File: src/rtl/ball_move_sched_if.sv
// Ball motion scheduler bus.
//   master : drives keycode and ball geometry, observes motion/status
//   slave  : the scheduler; consumes keycode/geometry, drives motion/status
// Signals:
//   keycode    [7:0]  HID keycode, 8'h00 = no key
//   BallX/Y    [9:0]  current ball centre
//   BallS      [9:0]  ball half-size
//   MotionX/Y  [9:0]  registered two's-complement per-frame motion
//   auto_mode         high while autopilot is active
//   fifo_count [2:0]  queued commands (0..4)
//   overflow          sticky, a command was dropped
interface ball_move_sched_if;
   logic [7:0] keycode;
   logic [9:0] BallX;
   logic [9:0] BallY;
   logic [9:0] BallS;
   logic [9:0] MotionX;
   logic [9:0] MotionY;
   logic       auto_mode;
   logic [2:0] fifo_count;
   logic       overflow;

   modport master (
      output keycode, BallX, BallY, BallS,
      input  MotionX, MotionY, auto_mode, fifo_count, overflow
   );

   modport slave (
      input  keycode, BallX, BallY, BallS,
      output MotionX, MotionY, auto_mode, fifo_count, overflow
   );
endinterface

File: src/rtl/ball_move_sched.sv
// Ball motion scheduler: arrow keycodes are edge-detected and queued in a
// 4-deep command FIFO; each command drives the ball for SEG_LEN frames.
// With nothing queued the ball holds its motion, and after IDLE_TIMEOUT
// idle frames it reverts to autopilot. Wall bounce overrides every state.
// Ports:
//   frame_clk  frame-rate clock, rising edge
//   Reset      synchronous, active-high
//   bus        ball_move_sched_if.slave (keycode/ball in, motion/status out)
//
// state | meaning
// AUTO  | autopilot, motion kept except wall bounce
// LOAD  | pop head command into MotionX/MotionY, start segment
// RUN   | executing segment, seg_cnt counts down to 0
// HOLD  | queue empty, motion kept, idle_cnt counts up to timeout
module ball_move_sched #(
   parameter logic [9:0] STEP         = 10'd1,
   parameter int         SEG_LEN      = 16,
   parameter int         IDLE_TIMEOUT = 300,
   parameter int         X_MIN        = 0,
   parameter int         X_MAX        = 639,
   parameter int         Y_MIN        = 0,
   parameter int         Y_MAX        = 479
) (
   input  logic               frame_clk,
   input  logic               Reset,
   ball_move_sched_if.slave   bus
);

   typedef enum logic [1:0] {S_AUTO, S_LOAD, S_RUN, S_HOLD} state_t;

   localparam logic [1:0]  CMD_UP    = 2'd0;
   localparam logic [1:0]  CMD_DOWN  = 2'd1;
   localparam logic [1:0]  CMD_LEFT  = 2'd2;
   localparam logic [1:0]  CMD_RIGHT = 2'd3;
   localparam logic [9:0]  NEG_STEP  = ~STEP + 10'd1;
   localparam logic [15:0] SEG_LAST  = 16'(SEG_LEN - 1);
   localparam logic [15:0] IDLE_LAST = 16'(IDLE_TIMEOUT - 1);
   localparam logic [10:0] X_MIN11   = 11'(X_MIN);
   localparam logic [10:0] X_MAX11   = 11'(X_MAX);
   localparam logic [10:0] Y_MIN11   = 11'(Y_MIN);
   localparam logic [10:0] Y_MAX11   = 11'(Y_MAX);

   state_t      r_state;
   logic [9:0]  r_motion_x;
   logic [9:0]  r_motion_y;
   logic        r_auto;
   logic [7:0]  r_key_prev;
   logic [1:0]  r_fifo [4];
   logic [1:0]  r_wr_ptr;
   logic [1:0]  r_rd_ptr;
   logic [2:0]  r_count;
   logic        r_overflow;
   logic [15:0] r_seg_cnt;
   logic [15:0] r_idle_cnt;

   logic        w_key_valid;
   logic [1:0]  w_key_cmd;
   logic        w_push;
   logic        w_pop;
   logic        w_full;
   logic        w_push_ok;
   logic [9:0]  w_cmd_mx;
   logic [9:0]  w_cmd_my;
   logic        w_x_hi, w_x_lo, w_y_hi, w_y_lo;

   always_comb begin
      w_key_valid = 1'b1;
      w_key_cmd   = CMD_UP;
      case (bus.keycode)
         8'h1A:   w_key_cmd = CMD_UP;
         8'h16:   w_key_cmd = CMD_DOWN;
         8'h04:   w_key_cmd = CMD_LEFT;
         8'h07:   w_key_cmd = CMD_RIGHT;
         default: w_key_valid = 1'b0;
      endcase
   end

   always_comb begin
      w_cmd_mx = 10'd0;
      w_cmd_my = 10'd0;
      case (r_fifo[r_rd_ptr])
         CMD_UP:    w_cmd_my = NEG_STEP;
         CMD_DOWN:  w_cmd_my = STEP;
         CMD_LEFT:  w_cmd_mx = NEG_STEP;
         default:   w_cmd_mx = STEP;
      endcase
   end

   // Only LOAD pops, and LOAD is only entered with a non-empty queue.
   assign w_push    = w_key_valid && (bus.keycode != r_key_prev);
   assign w_pop     = (r_state == S_LOAD) && (r_count != 3'd0);
   assign w_full    = (r_count == 3'd4);
   assign w_push_ok = w_push && (!w_full || w_pop);

   // 11-bit compares so BallX+BallS cannot wrap.
   assign w_x_hi = ({1'b0, bus.BallX} + {1'b0, bus.BallS}) >= X_MAX11;
   assign w_x_lo = {1'b0, bus.BallX} <= (X_MIN11 + {1'b0, bus.BallS});
   assign w_y_hi = ({1'b0, bus.BallY} + {1'b0, bus.BallS}) >= Y_MAX11;
   assign w_y_lo = {1'b0, bus.BallY} <= (Y_MIN11 + {1'b0, bus.BallS});

   always_ff @(posedge frame_clk) begin
      if (Reset) begin
         r_state    <= S_AUTO;
         r_motion_x <= STEP;
         r_motion_y <= 10'd0;
         r_auto     <= 1'b1;
         r_key_prev <= 8'h00;
         r_fifo     <= '{default: 2'd0};
         r_wr_ptr   <= 2'd0;
         r_rd_ptr   <= 2'd0;
         r_count    <= 3'd0;
         r_overflow <= 1'b0;
         r_seg_cnt  <= 16'd0;
         r_idle_cnt <= 16'd0;
      end else begin
         r_key_prev <= bus.keycode;

         if (w_push_ok) begin
            r_fifo[r_wr_ptr] <= w_key_cmd;
            r_wr_ptr         <= r_wr_ptr + 2'd1;
         end
         if (w_push && !w_push_ok)
            r_overflow <= 1'b1;
         if (w_pop)
            r_rd_ptr <= r_rd_ptr + 2'd1;
         case ({w_push_ok, w_pop})
            2'b10:   r_count <= r_count + 3'd1;
            2'b01:   r_count <= r_count - 3'd1;
            default: r_count <= r_count;
         endcase

         case (r_state)
            S_AUTO: begin
               if (r_count != 3'd0) begin
                  r_state <= S_LOAD;
                  r_auto  <= 1'b0;
               end
            end
            S_LOAD: begin
               r_motion_x <= w_cmd_mx;
               r_motion_y <= w_cmd_my;
               r_seg_cnt  <= SEG_LAST;
               r_state    <= S_RUN;
            end
            S_RUN: begin
               if (r_seg_cnt == 16'd0) begin
                  if (r_count != 3'd0) begin
                     r_state <= S_LOAD;
                  end else begin
                     r_state    <= S_HOLD;
                     r_idle_cnt <= 16'd0;
                  end
               end else begin
                  r_seg_cnt <= r_seg_cnt - 16'd1;
               end
            end
            default: begin
               if (r_count != 3'd0) begin
                  r_state <= S_LOAD;
               end else if (r_idle_cnt == IDLE_LAST) begin
                  r_state <= S_AUTO;
                  r_auto  <= 1'b1;
                  if (r_motion_x == 10'd0)
                     r_motion_x <= STEP;
               end else begin
                  r_idle_cnt <= r_idle_cnt + 16'd1;
               end
            end
         endcase

         // Wall bounce is written last so it wins over any command load.
         if (w_x_hi)
            r_motion_x <= NEG_STEP;
         else if (w_x_lo)
            r_motion_x <= STEP;
         if (w_y_hi)
            r_motion_y <= NEG_STEP;
         else if (w_y_lo)
            r_motion_y <= STEP;
      end
   end

   assign bus.MotionX    = r_motion_x;
   assign bus.MotionY    = r_motion_y;
   assign bus.auto_mode  = r_auto;
   assign bus.fifo_count = r_count;
   assign bus.overflow   = r_overflow;

endmodule

File: src/flat_wrapper.sv
// flat-port wrapper written by rule: the top's interface ports become plain ports
module ball_move_sched_flat 
#(
   parameter logic [9:0] STEP         = 10'd1,
   parameter int         SEG_LEN      = 16,
   parameter int         IDLE_TIMEOUT = 300,
   parameter int         X_MIN        = 0,
   parameter int         X_MAX        = 639,
   parameter int         Y_MIN        = 0,
   parameter int         Y_MAX        = 479
)
  (frame_clk, Reset, bus_keycode, bus_BallX, bus_BallY, bus_BallS, bus_MotionX, bus_MotionY, bus_auto_mode, bus_fifo_count, bus_overflow);
  ball_move_sched_if bus_i ();
  input  logic frame_clk;
  input  logic Reset;
  input wire logic [$bits(bus_i.keycode)-1:0] bus_keycode;
  input wire logic [$bits(bus_i.BallX)-1:0] bus_BallX;
  input wire logic [$bits(bus_i.BallY)-1:0] bus_BallY;
  input wire logic [$bits(bus_i.BallS)-1:0] bus_BallS;
  output wire logic [$bits(bus_i.MotionX)-1:0] bus_MotionX;
  output wire logic [$bits(bus_i.MotionY)-1:0] bus_MotionY;
  output wire logic [$bits(bus_i.auto_mode)-1:0] bus_auto_mode;
  output wire logic [$bits(bus_i.fifo_count)-1:0] bus_fifo_count;
  output wire logic [$bits(bus_i.overflow)-1:0] bus_overflow;
  assign bus_i.keycode = bus_keycode;
  assign bus_i.BallX = bus_BallX;
  assign bus_i.BallY = bus_BallY;
  assign bus_i.BallS = bus_BallS;
  assign bus_MotionX = bus_i.MotionX;
  assign bus_MotionY = bus_i.MotionY;
  assign bus_auto_mode = bus_i.auto_mode;
  assign bus_fifo_count = bus_i.fifo_count;
  assign bus_overflow = bus_i.overflow;
  ball_move_sched #(.STEP(STEP), .SEG_LEN(SEG_LEN), .IDLE_TIMEOUT(IDLE_TIMEOUT), .X_MIN(X_MIN), .X_MAX(X_MAX), .Y_MIN(Y_MIN), .Y_MAX(Y_MAX)) u_core (.frame_clk(frame_clk), .Reset(Reset), .bus(bus_i));
endmodule
File: config.mk
export PLATFORM = sky130hd
export DESIGN_NAME = ball_move_sched_flat
export DESIGN_NICKNAME = d
export VERILOG_FILES = /design/src/rtl/ball_move_sched_if.sv /design/src/rtl/ball_move_sched.sv /design/src/flat_wrapper.sv
export SDC_FILE = /design/constraint.sdc
export NUM_CORES = 1
export LEC_CHECK = 0
export BUFFER_PORTS_ARGS = -buffer_cell sky130_fd_sc_hd__buf_2
export CORE_ASPECT_RATIO = 0.7
export CORE_MARGIN = 8
export CORE_UTILIZATION = 58
export DETAILED_ROUTE_END_ITERATION = 7
export GPL_TIMING_DRIVEN = 0
export PLACE_DENSITY = 0.81
export RECOVER_POWER = 100
export REMOVE_ABC_BUFFERS = 1
export SYNTH_ARGS = -nofsm -noshare
export SYNTH_HDL_FRONTEND = slang
export SYNTH_SLANG_ARGS = --single-unit
File: constraint.sdc
create_clock -name frame_clk -period 2.81 [get_ports frame_clk]
set_input_delay 0 -clock frame_clk [delete_from_list [all_inputs] [get_ports frame_clk]]
set_output_delay 0 -clock frame_clk [all_outputs]
set_load 0.01 [all_outputs]
==> impl_metrics.yaml, run 1 <==
run_status:
  status: "complete, but fails checks"
  violations: "max-capacitance violations, max-slew violations"
power_and_ir_drop:
  ir_worst_vdd_mv: 0.377
  power-per-cell-area_nw_per_um2: 460
  total_power_mw: 2.38
  p_leak_nw: 2.11
placed_design:
  place_inst: 692
  io_buffers: 64
  dp_hpwl_um: 7990
  gp_congestion: 0.870
sta:
  max_freq_mhz: 384
  finClkSkew_ps: 3.38
  slew_headroom_pct: -10.0
  rsz0062_at_grt: "no"
  drv_slew: 40
  hold_viol: 0
  timing.final.crit_share_pct: 92.6
  tns_ps: 0
  period_minus_slack_ps: 2600
  worst_slew_pin_slew_ps: 1650
  finalSetupViolCount: 0
layout:
  instances_no_fill: 715
  syn_to_final_growth_pct: 12.3
  nets: 703
  diodes: 0
  drive_gt1_share_pct: 10.7
cts:
  clkSinkCount: 63
  cts_buffers: 9
  clock_latency_ps: 330
  path_clk_slew_ps: 50
  cts_tree: "done"
  cts.path.max_buffers: 2
  htree_levels: 3
  post_cts_buffers: 0
  cts_root_buf: "clkbuf_16"
synth:
  synth_edf_count: 0
  async_flop_share_pct: 0
  ys_seq_elements: 63
  yosys_warnings: 0
  ys.flop_type: "dfxtp_1"
  synth_cells: 561
  yosysSeqAreaShare_pct: 27.4
  ys_types: 60
  postSynthAreaPerCell_um2: 8.20
  synth_area_um2: 4600
setup_path:
  criticalPathCategory: "flop to flop"
  endpoint_kind: "flop"
  critPathArrivalTime_ps: 2810
  critPathLaunch: "u_core.r_seg_cnt[0]$_SDFFE_PP0P_"
  worstPathMaxFanout: 13
  cp.required_ps: 3020
  worstSetupStartpointType: "flop"
  reg2reg_from: "u_core.r_seg_cnt[0]$_SDFFE_PP0P_"
grt:
  track_usage_pct: 19.7
  antenna_found_initial: 0
  grt_overflow_total: 0
  grt_pass1_wl_um: 18200
  grt_max_degree: 40
  first_global_vias: 3900
floorplanning:
  std_cell_rows: 27
  die_h_um: 90.5
  start_util_pct: 59.2
  io-pin-count: 65
  dieArea_um2: 11100
  die_w_um: 122
  core_area_um2: 7770
detailed_routing:
  drt_iter0_markers: 170
  wire_per_inst_um: 14.7
  routed_wl_um: 10500
  ant_nets: 0
  first_pass_iters: 4
  drcViolationCount: 0
  num_vias: 3952
  detail_route.vias_per_cell: 5.53
min_path:
  holdCritStartpoint: "bus_keycode[0]"
  worst_hold_path_type: "input pin to flop"
job:
  max-cap-violations: 1
## cell type report
| cell class | instances | area (um^2) |
|---|---|---|
| fillers | 651 | 2610 |
| well taps | 101 | 126 |
| inverters | 36 | 135 |
| flip-flops and latches | 63 | 1260 |
| clock buffers | 13 | 260 |
| multi-input cells | 428 | 3010 |
| repair buffers | 71 | 357 |
| clock inverters | 3 | 17.5 |
## power breakdown
part | switching [mW] | internal (mW) | total (mW)
clock network | 0.373 | 0.641 | 1.01
registers | 0.0191 | 0.910 | 0.929
logic | 0.253 | 0.181 | 0.434
## cells in the final DEF (no fill, tap or decap), drive strengths merged, types with 3 or more instances in the layout
cell type     n
nor2         69
dfxtp        63
ha           51
clkbuf       40
buf          37
inv          36
nand2        34
a21oi        31
xor2         25
nor3         24
xnor2        22
nand3        16
o21ai        16
nor2b        15
nand2b       13
nor4         13
or3           8
and3          7
dlygate4sd3   7
nand4         6
a221oi        6
a211oi        6
mux2i         6
o21bai        5
nor3b         5
nand3b        4
o22ai         3
fa            3
or2           3
## worst paths after layout
path / endpoint / slack, ps / cells past startpoint
worst min-delay path: u_core.r_key_prev[0]$_SDFF_PP0_ / 10 / 2
worst max register to register: u_core.r_idle_cnt[10]$_SDFFE_PP0P_ / 210 / 9
worst min register to register: u_core.r_fifo[6]$_SDFFE_PP0P_ / 460 / 2
worst max-delay path: u_core.r_idle_cnt[10]$_SDFFE_PP0P_ / 210 / 9
## registers in the layout (all words and copies together), names as in the netlist
name and flops:
u_core.bus.MotionX 2, u_core.bus.overflow 1, u_core.r_state 2, u_core.bus.auto_mode 1, u_core.r_idle_cnt 16, u_core.r_seg_cnt 16, u_core.r_key_prev 8, u_core.r_wr_ptr 2
u_core.bus.MotionY 2, u_core.r_rd_ptr 2, u_core.r_fifo 8, u_core.bus.fifo_count 3
## metal layers
| layer | wire (um) | track usage (%) | up-vias |
|---|---|---|---|
| met5 | 0 | 0 | - |
| met4 | 129 | 5.06 | 0 |
| met3 | 437 | 5.37 | 16 |
| met2 | 4790 | 31.3 | 65 |
| met1 | 5150 | 25.7 | 1844 |
| li1 | - | - | 2027 |
## critical path, stage by stage (launching register included)
cell	delay [ps]
dfxtp_1	330
inv_1	80
ha_1	170
or3b_2	490
and4bb_2	310
a21boi_1	180
or2_4	370
nor4_1	330
xnor2_1	160
nor2_1	50
## cells by family after synthesis
| logic type | count (synthesis) | share of synthesized area, % |
|---|---|---|
| compound gates | 88 | 12.3 |
| xor+xnor | 47 | 8.95 |
| fa+ha+maj | 54 | 15.2 |
| buf+inv | 70 | 7.21 |
| flops | 63 | 27.4 |
| mux | 9 | 2.53 |
| simple gates | 230 | 26.4 |
## cell usage after synthesis, types with 3 or more instances
library cell / instances / share of area [%]
nor2_1: 69 / 5.6
dfxtp_1: 63 / 27
ha_1: 51 / 14
inv_1: 36 / 2.9
nand2_1: 34 / 2.8
a21oi_1: 31 / 3.4
xor2_1: 25 / 4.8
nor3_1: 24 / 2.6
xnor2_1: 22 / 4.2
buf_4: 16 / 2.6
clkbuf_1: 16 / 1.3
nand3_1: 16 / 1.7
nor2b_1: 15 / 2.0
o21ai_0: 15 / 1.6
nand2b_1: 13 / 1.8
nor4_1: 11 / 1.5
or3_1: 8 / 1.1
and3_1: 7 / 0.95
a211oi_1: 6 / 0.98
a221oi_1: 6 / 1.1
mux2i_1: 6 / 1.3
nand4_1: 6 / 0.82
nor3b_1: 5 / 0.82
o21bai_1: 5 / 0.82
nand3b_1: 4 / 0.65
fa_1: 3 / 1.3
o22ai_1: 3 / 0.41
## metrics by stage
step / hold WS (ps) / cell area (um^2) / setup WS [ps] / util, %
6_report: 14.3 / 5160 / 209 / 66.5
5_1_grt: 17.3 / 5160 / 71.4 / 66.5
4_1_cts: 3.71 / 5200 / 199 / 66.9
3_5_place_dp: 273 / 4850 / 245 / 62.4
3_3_place_gp: 253 / 4850 / 280 / 62.4
2_1_floorplan: 69.1 / 4400 / 493 / -
## timing repair
action,CTS,global route
setup endpoints to repair,0,15
resized for setup,0,1
hold endpoints to repair,7,0
hold buffers,7,0
Note: power is estimated with default switching activity, not from simulation.
==> run 2, diff against run 1 <==
==> constraint.sdc (replaced) <==
create_clock -name frame_clk -period 2.81 [get_ports frame_clk]
set_input_delay 0.1405 -clock frame_clk [delete_from_list [all_inputs] [get_ports frame_clk]]
set_output_delay 0.1405 -clock frame_clk [all_outputs]
set_load 0.01 [all_outputs]
==> run 2 against run 1 <==
Against the previous run: the run still ends with max-capacitance violations, max-slew violations left; worst setup slack improved by 3.8 ps; combinational power down 2%; sequential cell count did not move; fmax rose by 0.15%; count of clock-buffer cells in the layout did not move; die area did not move; cell area decreased by 1.4%; register-to-register slack is essentially flat; sequential share of layout area rose by 0.34 points; final cell count shrank 0.98%; critical endpoint unchanged; highest routed layer unchanged.
==> impl_metrics.yaml, run 2 (synthesized netlist as in run 1, its figures left out) <==
setup_path:
  cp.required_ps: 3020
  worstSetupStartpointType: "flop"
  worstPathCellList: "inv_1 -> ha_1 -> or3b_2 -> and4bb_2 -> a21boi_1 -> or2_4 -> nor4_1 -> xnor2_1 -> nor2_1"
  slowest_delay_ps: 490
  critPathArrivalTime_ps: 2810
  endpoint_kind: "flop"
  worstPathMaxFanout: 13
  criticalPathCategory: "flop to flop"
  worst-path-buf-inv: 1
  slowest_stage: "or3b_2"
  crit_family: "simple AND/OR/NAND/NOR gates"
grt:
  track_usage_pct: 19.5
  grt_pass1_wl_um: 17900
  grt_max_degree: 40
  antenna_found_initial: 0
  first_global_vias: 3862
  grt_overflow_total: 0
power_and_ir_drop:
  power-per-cell-area_nw_per_um2: 465
  p_leak_nw: 2.08
  seqPwrFrac_pct: 39.2
  p_int_mw: 1.73
  power_switching_uw: 643
  sw_frac_of_total_pct: 27.1
  comb_power_share_pct: 18.0
  ir_worst_vdd_mv: 0.377
  pwr-share-clk_pct: 42.8
placed_design:
  io_buffers: 64
  dp_hpwl_um: 7990
  gp_congestion: 0.870
  placed_area_um2: 4850
cts:
  clkSinkCount: 63
  clock_latency_ps: 330
  cts.path.max_buffers: 2
  cts_buffers: 9
  cts-hold-fix-buffers: 0
  path_clk_slew_ps: 50
  cts_tree: "done"
  cts_root_buf: "clkbuf_16"
  htree_levels: 3
min_path:
  worst_hold_path_type: "input pin to flop"
floorplanning:
  std_cell_rows: 27
  io-pin-count: 65
  die_h_um: 90.5
  dieArea_um2: 11100
  core_area_um2: 7770
  die_w_um: 122
  start_util_pct: 59.2
detailed_routing:
  ant_nets: 0
  detail_route.vias_per_cell: 5.53
  num_vias: 3918
  first_pass_iters: 5
  drcViolationCount: 0
  drt_iter0_markers: 176
  routed_wl_um: 10400
  wire_per_inst_um: 14.7
sta:
  finalSetupViolCount: 0
  max_freq_mhz: 385
  tns_ps: 0
  worst_slew_pin_slew_ps: 1650
  drv_slew: 40
  hold_viol: 0
  slew_headroom_pct: -9.91
  finClkSkew_ps: 3.50
  timing.final.crit_share_pct: 92.4
  rsz0062_at_grt: "no"
  period_minus_slack_ps: 2600
layout:
  syn_to_final_growth_pct: 10.8
  drive_gt1_share_pct: 10.9
  reg_top3: "u_core.r_idle_cnt (16), u_core.r_seg_cnt (16)"
  final_cell_mix: "nor2_1, dfxtp_1, ha_1"
  nets: 696
  final_common_cell: "nor2_1"
  diodes: 0
  final_area_um2: 5090
run_status:
  violations: "max-capacitance violations, max-slew violations"
  status: "complete, but fails checks"
job:
  max-cap-violations: 1
[run 2: changes by cell type in the layout (fill, tap and decap cells not counted), sizes merged]
cell	before	now
dlygate4sd3	7	0
[run 2: area by class of cell]
type                    instances  area, um^2
clock inverters                 3        17.5
inverters                      36         135
fillers                       664        2680
well taps                     101         126
flip-flops and latches         63        1260
clock buffers                  13         260
multi-input cells             428        3010
repair buffers                 64         287
[run 2: final timing paths]
| kind | from | endpoint | slack [ps] | depth (start not counted) |
|---|---|---|---|---|
| worst min-delay path | bus_keycode[5] | u_core.r_key_prev[5]$_SDFF_PP0_ | 70 | 2 |
| worst max register to register | u_core.r_seg_cnt[0]$_SDFFE_PP0P_ | u_core.r_idle_cnt[10]$_SDFFE_PP0P_ | 210 | 9 |
| worst min register to register | u_core.r_fifo[6]$_SDFFE_PP0P_ | u_core.r_fifo[6]$_SDFFE_PP0P_ | 460 | 2 |
| worst max-delay path | u_core.r_seg_cnt[0]$_SDFFE_PP0P_ | u_core.r_idle_cnt[10]$_SDFFE_PP0P_ | 210 | 9 |
[run 2: timing repair]
action,4_1_cts,5_1_grt
gates resized for setup,0,1
setup buffers,0,0
endpoints found under the hold margin,0,0
endpoints found under the setup margin,0,15
[run 2: layer usage]
layer / routed length [um] / track usage [%] / up-vias
li1: - / - / 2010
met1: 5100 / 25.7 / 1833
met2: 4710 / 30.3 / 59
met3: 445 / 5.31 / 16
met4: 128 / 5.26 / 0
met5: 0 / 0 / -
[run 2: stage by stage]
stage	setup slack, ps	power (mW)	instances	utilization [%]	hold WS (ps)
after CTS	199	2.39	708	66.0	66.2
after detailed placement	245	1.38	692	62.4	414
after global placement	280	1.36	692	62.4	393
after floorplan	493	1.22	527	-	210
final	213	2.37	708	65.6	71.7
after global routing	80.0	2.47	708	65.6	97.0
[run 2: power groups by stage]
stage	sequential, mW	clock (mW)	combinational, mW
after floorplan	0.968	0	0.249
after global placement	0.944	0	0.419
after detailed placement	0.946	0	0.432
after CTS	0.928	1.03	0.435
after global routing	0.931	1.07	0.474
final	0.929	1.01	0.426
[run 2: worst reg2reg max path, cell delays in order, from the launching register on]
cell and delay [ps]:
dfxtp_1 330, inv_1 80, ha_1 160, or3b_2 490
and4bb_2 310, a21boi_1 180, or2_4 370, nor4_1 330
xnor2_1 160, nor2_1 50
==> run 3, diff against run 2 <==
- ABC_AREA: not set -> 1
- CAP_MARGIN: not set -> 25
- CORE_UTILIZATION: 58 -> 59
==> run 3 against run 2 <==
Against the previous run: worst setup slack better by 170 ps; register-to-register slack improved by 170 ps; largest power group unchanged; critical path type unchanged; wire length up 21%; fmax is 6.8% higher; the flow now finishes without violations; cell area grew 8.6%; power rose by 6.1%; critical path depth rose by 6; final cell count grew 31%; hold slack lost 11 ps; via count is 28% higher.
==> impl_metrics.yaml, run 3 <==
sta:
  slew_headroom_pct: 56.8
  finClkSkew_ps: 5.71
  period_minus_slack_ps: 2430
  finalSetupViolCount: 0
  timing.final.crit_share_pct: 86.5
  hold_viol: 0
  rsz0062_at_grt: "no"
  tns_ps: 0
  drv_slew: 0
  worst_slew_pin_slew_ps: 647
  max_freq_mhz: 411
layout:
  nets: 915
  diodes: 0
  final_cell_mix: "nand2_1, inv_1, nor2_1"
  instances_no_fill: 931
  reg_top3: "u_core.r_idle_cnt (16), u_core.r_seg_cnt (16)"
  drive_gt1_share_pct: 7.87
  fillers: 752
  syn_to_final_growth_pct: 10.7
  final_common_cell: "nand2_1"
  final_area_um2: 5530
floorplanning:
  die_h_um: 93
  io-pin-count: 65
  core_area_um2: 8340
  start_util_pct: 59.9
  die_w_um: 126
  std_cell_rows: 28
  dieArea_um2: 11700
synth:
  ys.flop_type: "dfxtp_1"
  synth_compound_gate_area_share_pct: 12.6
  synth_edf_count: 0
  yosysTopAreaCell: "dfxtp_1"
  synth_top_family_by_area: "simple AND/OR/NAND/NOR gates"
  synthSimpleGateAreaFrac_pct: 31.8
  synth_cells: 772
  ys_types: 40
  synth.area.mux_share_pct: 0
  synth.most_common_cell: "nand2_1"
  synth_area_um2: 5000
  synth-xor-area-share_pct: 3.68
  ys_seq_elements: 63
  synth_fa_ha_area_share_pct: 14.0
  yosys_warnings: 0
  yosysSeqAreaShare_pct: 25.2
  synth_top_area_share_pct: 25.2
  ys_top_cells_by_count: "nand2_1, inv_1, nor2_1"
  synthTopCellsByArea: "dfxtp_1, ha_1, nand2_1"
  postSynthAreaPerCell_um2: 6.47
  async_flop_share_pct: 0
placed_design:
  dp_hpwl_um: 9890
  gp_congestion: 0.884
  io_buffers: 64
  placed_area_um2: 5280
  place_inst: 915
grt:
  grt_busiest_layer: "met2"
  grt_overflow_total: 0
  grt_max_degree: 35
  track_usage_pct: 21.3
  grt_pass1_wl_um: 20700
  met2_usage_pct: 34.8
  met1_usage_pct: 27.8
  grtUsageMet3_pct: 3.81
  antenna_found_initial: 0
  first_global_vias: 4595
min_path:
  worst_hold_path_type: "input pin to flop"
power_and_ir_drop:
  power-per-cell-area_nw_per_um2: 454
  p_leak_nw: 2.63
  ir_worst_vdd_mv: 0.348
cts:
  cts.path.max_buffers: 2
  cts_buffers: 9
  cts_tree: "done"
  cts_resized: 0
  cts_root_buf: "clkbuf_16"
  cts-hold-fix-buffers: 0
  htree_levels: 3
  clock_latency_ps: 330
  clkSinkCount: 63
  path_clk_slew_ps: 50
  post_cts_buffers: 0
setup_path:
  endpoint_kind: "flop"
  cp.required_ps: 3040
  worstPathMaxFanout: 12
  critPathArrivalTime_ps: 2660
  criticalPathCategory: "flop to flop"
  slowest_stage: "inv_1"
  worstPathCellList: "inv_1 -> ha_1 -> inv_1 -> nor2_1 -> nand2_1 -> nor2_1 -> inv_2 -> nor2_4 -> nand2_2 -> nand2_4 -> nand2_1 -> inv_1 -> nor3_1 -> xnor2_1 -> nor2_1"
  worst-path-buf-inv: 4
  crit_family: "simple AND/OR/NAND/NOR gates"
  worstSetupStartpointType: "flop"
  slowest_delay_ps: 380
detailed_routing:
  drt_iter0_markers: 403
  ant_nets: 0
  first_pass_iters: 6
  detail_route.vias_per_cell: 5.39
  routed_wl_um: 12500
  num_vias: 5020
  drcViolationCount: 0
  wire_per_inst_um: 13.5
run_status:
  status: "completed"
job:
  max-cap-violations: 0
## run 3: cell types whose count changed after synthesis, moves of 15 or more
| cell | change |
|---|---|
| xor2_1 | -15 |
| nand2_1 | +129 |
| o21ai_0 | +20 |
| a21oi_1 | +33 |
| nor2b_1 | -15 |
| inv_1 | +84 |
| nor2_1 | +28 |
| nand3_1 | +34 |
## run 3: area by class of cell
class,instances,area (um^2),share of cell area (%)
clock buffer,11,253,4.57
clock inverter,5,56.3,1.02
inverter,123,462,8.34
multi-input combinational,560,3080,55.7
sequential,63,1260,22.8
tap,105,131,2.37
timing repair buffer,64,288,5.20
## run 3: where the power goes
part / total [mW] / switching, mW / leakage, nW / internal, mW
logic: 0.460 / 0.298 / 1.97 / 0.162
registers: 0.926 / 0.0173 / 0.511 / 0.909
clock network: 1.13 / 0.395 / 0.152 / 0.732
## run 3: per-stage QoR
| stage | power, mW | utilization [%] | hold WS (ps) | setup WS (ps) |
|---|---|---|---|---|
| final | 2.51 | 66.4 | 60.5 | 379 |
| after global routing | 2.62 | 66.4 | 74.4 | 159 |
| after CTS | 2.53 | 67.0 | 54.0 | 576 |
| after detailed placement | 1.40 | 63.3 | 401 | 592 |
| after global placement | 1.39 | 63.3 | 389 | 650 |
| after floorplan | 1.23 | - | 210 | 976 |
## run 3: kinds of logic after synthesis
kind of cell,Yosys count
compound gates,117
buf+inv,149
xor+xnor,21
flops,63
simple gates,368
fa+ha+maj,54
## run 3: path summary, 6_finish.rpt
check / cells after the start / start / slack (ps) / end
max reg2reg: 15 / u_core.r_seg_cnt[0]$_SDFFE_PP0P_ / 380 / u_core.r_seg_cnt[12]$_SDFFE_PP0P_
max: 15 / u_core.r_seg_cnt[0]$_SDFFE_PP0P_ / 380 / u_core.r_seg_cnt[12]$_SDFFE_PP0P_
min: 3 / bus_keycode[6] / 60 / u_core.r_key_prev[6]$_SDFF_PP0_
min reg2reg: 2 / u_core.r_fifo[3]$_SDFFE_PP0P_ / 460 / u_core.r_fifo[3]$_SDFFE_PP0P_
## run 3: worst reg2reg max path, delay by kind of cell, from the launching register on
family	cells	cell delay, ps
AND/OR/NAND/NOR	9	1090
buffers and inverters	4	620
flip-flops	1	320
adder cells (fa/ha/maj)	1	160
XOR/XNOR	1	150
## run 3: metal layers
| metal | vias to the layer above | part of all wire, % |
|---|---|---|
| met5 | - | 0 |
| met4 | 0 | 1.6 |
| met3 | 20 | 5.9 |
| met2 | 161 | 45 |
| met1 | 2285 | 48 |
| li1 | 2554 | - |
